$ cat src/rtl/irq_pending_latch.sv
// Edge-detecting, sticky pending-request latch with per-line overflow, enable mask and indexed acknowledge.
// Optional IRQ_SYNC_EN adds a 2-flop synchronizer per request line (2 extra cycles of latency).
module irq_pending_latch #(
  parameter int unsigned N     = 8,
  parameter int unsigned IDX_W = 3
) (
  input  logic             clk,
  input  logic             rst,
  input  logic [N-1:0]     req_i,
  input  logic [N-1:0]     mask_i,
  input  logic             ack_i,
  input  logic [IDX_W-1:0] ack_idx_i,
  output logic [N-1:0]     pend_o,
  output logic             irq_o,
  output logic [N-1:0]     ovf_o
);

  logic [N-1:0] req_s;
  logic [N-1:0] prev_q;
  logic [N-1:0] pend_q, pend_d;
  logic [N-1:0] ovf_q, ovf_d;
  logic [N-1:0] req_edge;
  logic [N-1:0] ack_vec;

`ifdef IRQ_SYNC_EN
  logic [N-1:0] sync1_q, sync2_q;

  // Two-stage synchronizer for asynchronous request lines
  always_ff @(posedge clk or posedge rst) begin
    if (rst) begin
      sync1_q <= '0;
      sync2_q <= '0;
    end else begin
      sync1_q <= req_i;
      sync2_q <= sync1_q;
    end
  end

  assign req_s = sync2_q;
`else
  assign req_s = req_i;
`endif

  assign req_edge = req_s & ~prev_q;

  // Decode acknowledge; indices >= N never match any line
  always_comb begin
    ack_vec = '0;
    for (int unsigned k = 0; k < N; k++) begin
      ack_vec[k] = ack_i && (ack_idx_i == IDX_W'(k));
    end
  end

  // Set beats clear on pending; an acknowledged line never flags overflow
  always_comb begin
    pend_d = (pend_q & ~ack_vec) | req_edge;
    ovf_d  = (ovf_q | (req_edge & pend_q)) & ~ack_vec;
  end

  always_ff @(posedge clk or posedge rst) begin
    if (rst) begin
      prev_q <= '0;
      pend_q <= '0;
      ovf_q  <= '0;
    end else begin
      prev_q <= req_s;
      pend_q <= pend_d;
      ovf_q  <= ovf_d;
    end
  end

  assign pend_o = pend_q & mask_i;
  assign irq_o  = |pend_o;
  assign ovf_o  = ovf_q;

endmodule

$ cat config.mk
export PLATFORM = sky130hd
export DESIGN_NAME = irq_pending_latch
export DESIGN_NICKNAME = d
export VERILOG_FILES = /design/src/rtl/irq_pending_latch.sv
export SDC_FILE = /design/constraint.sdc
export NUM_CORES = 1
export LEC_CHECK = 0
export CORE_UTILIZATION = 37
export DETAILED_ROUTE_END_ITERATION = 6
export PLACE_DENSITY = 0.71
export SYNTH_ARGS = -nofsm -noshare
export SYNTH_HDL_FRONTEND = slang
export SYNTH_SLANG_ARGS = --single-unit
$ cat constraint.sdc
create_clock -name clk -period 2.55 [get_ports clk]
set_clock_uncertainty 0.05 [all_clocks]
set_input_delay 0.765 -clock clk [delete_from_list [all_inputs] [get_ports clk]]
set_output_delay 0.765 -clock clk [all_outputs]
set_load 0.005 [all_outputs]
Word level (Yosys, flattened, before mapping)
Index checks and enable logic that the tools add are counted.

cells by class
  multiplexer cells = 0
  equality and inequality tests = 7
  multipliers = 0
  add/sub/neg operators = 0
  $lt $le $gt $ge = 0
  reductions and logical operators = 10
  div/mod/pow operators = 0
  bitwise logic cells = 9
  shift operators = 0

operators with widths
  cell                count
  $and 8x8->8         5
  $not 8->8           2
  $or 8x8->8          2
  $eq 3x3->1 const B  4
  $logic_and 1x1->1   8
  $reduce_or 8->1     1
  $eq 3x2->1 const B  2
  $eq 3x1->1 const B  1
  $logic_not 3->1     1

storage, ports and cells
  input port bits = 22
  memory bits (read-only) = 0
  RAM bits = 0
  logic and storage cells = 29
  bits in registers = 24
  memories kept = 0
  bits in latches = 0
  output and inout bits = 17

Depth between registers and ports, before layout
  depth after elaboration = 5
  depth in mapped cells = 4
  gate-level depth less buffers = 3

Worst setup path before layout
OpenSTA, ideal clock, no wires.

  kind = input-to-output
  start point = in mask_i[0]
  end point = out irq_o
  required time = 1.735 ns
  buffers on the path = 0
  cell stages on the path = 3
  arrival time = 1.865 ns
  path slack = -0.130 ns
  path through = and2_1 -> or4_1 -> or4_1

between the ends
  longest elaborated chain between the ends = 2

ends and longest elaborated chain
  element          line  RTL
  start, declared  10    input logic [N-1:0] mask_i,
  $and 8x8->8      72    assign pend_o = pend_q & mask_i;
  $reduce_or 8->1  73    assign irq_o = |pend_o;
  end, declared    14    output logic irq_o,

Every way passes these cells.

Worst setup path in the final report
Ends and elaborated chain as after synthesis.

==> results_dict.tcl <==
set metrics [dict create \
    clkTransAtPathRegs_ns 0.12 \
    dp.cells 163 \
    vdd_drop_max_v 0.0004317 \
    crit_chain "buf_6 -> and2_4 -> or4_1 -> or4_1 -> buf_2" \
    area_growth_pct 53.52 \
    syn_area_sq_um 960.9 \
    start_util_pct 39.14 \
    synthDistinctLibCells 22 \
    max_slew.worst_pin.slew_ns 0.3875 \
    async_flop_share_pct 100.0 \
    dp_hpwl_um 1713 \
    gp_congestion 0.7196 \
    reg2reg_slack_ns 1.63 \
    rows 18 \
    yosys-top-cells-area "dfrtp_1 63%, inv_1 5.1%, a31oi_1 4.6%, and2_1 4.6%, o2bb2ai_1 2.7%" \
    cp_slowest_cell "or4_1" \
    maxSlewHeadroom_pct 74.11 \
    grt_use_total_pct 17.99 \
    r2r-start "prev_q[7]" \
    hold_viol 0 \
    netlist_top_cells_count "24 x dfrtp_1, 13 x inv_1, 7 x a31oi_1, 7 x and2_1, 5 x o21ai_0" \
    min_path_type "flop to flop" \
    wl_met2_um 1095 \
    min_period_over_period_pct 111.0 \
    numCtsBuffers 3 \
    path_buf_inv 2 \
    synth_nets 110 \
    drt_iter0_drc 11 \
    syn_avg_cell_area_sq_um 10.92 \
    crit_top_cell "or4_1" \
    htreeDepth 1 \
    layoutNonFillerInstCount 167 \
    slowest_delay_ns 0.50 \
    fmax_mhz 353.2 \
    grt_pass1_wl_um 3574 \
    drt-pass1-iter-count 4 \
    fin_tns_setup_ns -0.2809 \
    required_ns 1.74 \
    die-area_sq_mm 0.002805 \
    cts_tree "yes" \
    clock_latency_ns 0.30 \
    io_buffers 38 \
    synth_flop_cell "dfrtp_1" \
    hold-path-cell-count 1 \
    grt_max_degree 25 \
    cts-root-buf "clkbuf_4" \
    drt-total-wl_um 2211 \
    timing.rr.end "ovf_o[7]" \
    remaining_drc_errors 0 \
    path_delay_family "simple AND/OR/NAND/NOR gates" \
    antenna_found_initial 0 \
    setup_viol 1 \
    detail_route.wl_per_cell_um 13.24 \
    p_total_w 0.0007836 \
    fin_util_pct 60.09 \
    critPathKind "primary input to output port" \
    die_w_um 52.96 \
    maxCapViolCount 0 \
    worstPathMaxFanout 2 \
    status "complete, but fails checks" \
    holdCritStartpoint "prev_q[2]" \
    drive_gt1_share_pct 18.25 \
    min_to "pend_q[2]" \
    yosys_warnings 0 \
    leakage_nw 0.6839 \
    p_per_area_mw_per_mm2 531.2 \
    met1Wirelength_um 994 \
    finalWorstPathRequiredPeriod_ns 2.831 \
    avgViaCountPerCell 4.994 \
    die_y_um 52.96 \
    slew_violations 0 \
    ios 39 \
    endpoint_kind "output port" \
    overflow 0 \
    rsz0062_at_grt "yes" \
    place_ws_ns -0.9400 \
    fill_cells 222 \
    cts_buffer_depth 2 \
    core_sq_mm 0.002455 \
    cts_sinks 24 \
    cp.arrival_ns 2.02 \
    n_antenna_cell 0 \
    grt_pass1_vias 803 \
    ys_ff_latch 24 \
    nets 161 \
    synth_area_leader_cell "dfrtp_1" \
    final_antenna_net_count 0 \
    start_kind "primary input" \
    synth_top_cell_area_share_pct 62.50 \
    postLayoutSetupSlackWorst_ns -0.2809 \
    yosysSeqAreaShare_pct 62.50 \
    yosysMostFrequentCell "dfrtp_1" \
    top_layer "met4" \
    violations "negative setup slack" \
    wl_met3_um 111 \
    dr_total_vias 834 \
    syn_inst 88 \
    reg2regPathDepth 2 \
    synth_edf_count 0 \
]
## layout by cell type (no fill, tap or decap), drive strengths merged
master	count
o22a	1
clkdlybuf4s50	26
o2bb2ai	3
nor3b	2
or2	1
a31oi	7
nand3	2
nand2b	1
buf	14
o32a	1
nor2	3
a21o	2
nand2	2
clkbuf	3
a21oi	2
inv	13
clkdlybuf4s15	1
nor2b	3
dlymetal6s2s	3
dlygate4sd2	4
o21ai	5
o31ai	1
or4	2
and2	8
nor3	3
dfrtp	24
## worst max-delay path by stage
stage | start | end | slack, ns | cells past startpoint
after floorplan | mask_i[3] | irq_o | -0.06 | 3
after global placement | mask_i[3] | irq_o | -0.93 | 5
after detailed placement | mask_i[3] | irq_o | -0.94 | 5
after CTS | mask_i[0] | irq_o | -0.37 | 5
after global routing | mask_i[0] | irq_o | -0.30 | 5
final | mask_i[0] | irq_o | -0.28 | 5
## timing repair
action	4_1_cts	5_1_grt
buffers inserted	1	0
setup endpoints to repair	9	2
gates resized for setup	25	4
hold buffers	0	0
cloned	0	0
pin swaps	3	1
## report_power, final
group | internal, W | switching [W] | leakage (nW)
combinational | 0.000123 | 0.0000673 | 0.416
clock | 0.0000550 | 0.000100 | 0.0138
sequential | 0.000417 | 0.0000213 | 0.254
total | 0.000595 | 0.000189 | 0.684
## cell type report
type	instances	area, sq um	share of cell area (%)
repair buffers	48	444.2	30.11
inverters	13	48.80	3.308
well taps	30	37.54	2.545
clock buffers	3	22.52	1.527
flip-flops and latches	24	600.6	40.71
multi-input cells	49	321.6	21.80
## state kept, by name (all words and copies together) (netlist names)
signal  count
pend_q      8
ovf_o       8
prev_q      8
## cells by family after synthesis
group	count (synthesis)	synth area share (%)
AND/OR/NAND/NOR	27	16.41
flip-flops	24	62.50
AO/OA/AOI/OAI	22	15.23
buffers and inverters	15	5.860
## layer usage
layer | track usage (%) | vias to the layer above
li1 | - | 405
met1 | 23.91 | 396
met2 | 29.32 | 31
met3 | 2.874 | 2
met4 | 6.579 | 0
met5 | 0 | -
## metrics by stage
stage | area, sq um | hold WS, ns
3_3_place_gp | 1441 | 0.3830
2_1_floorplan | 963.4 | 0.3743
3_5_place_dp | 1441 | 0.4035
5_1_grt | 1475 | 0.4483
6_report | 1475 | 0.4218
4_1_cts | 1465 | 0.4208
(Power assumes the default switching activity.)
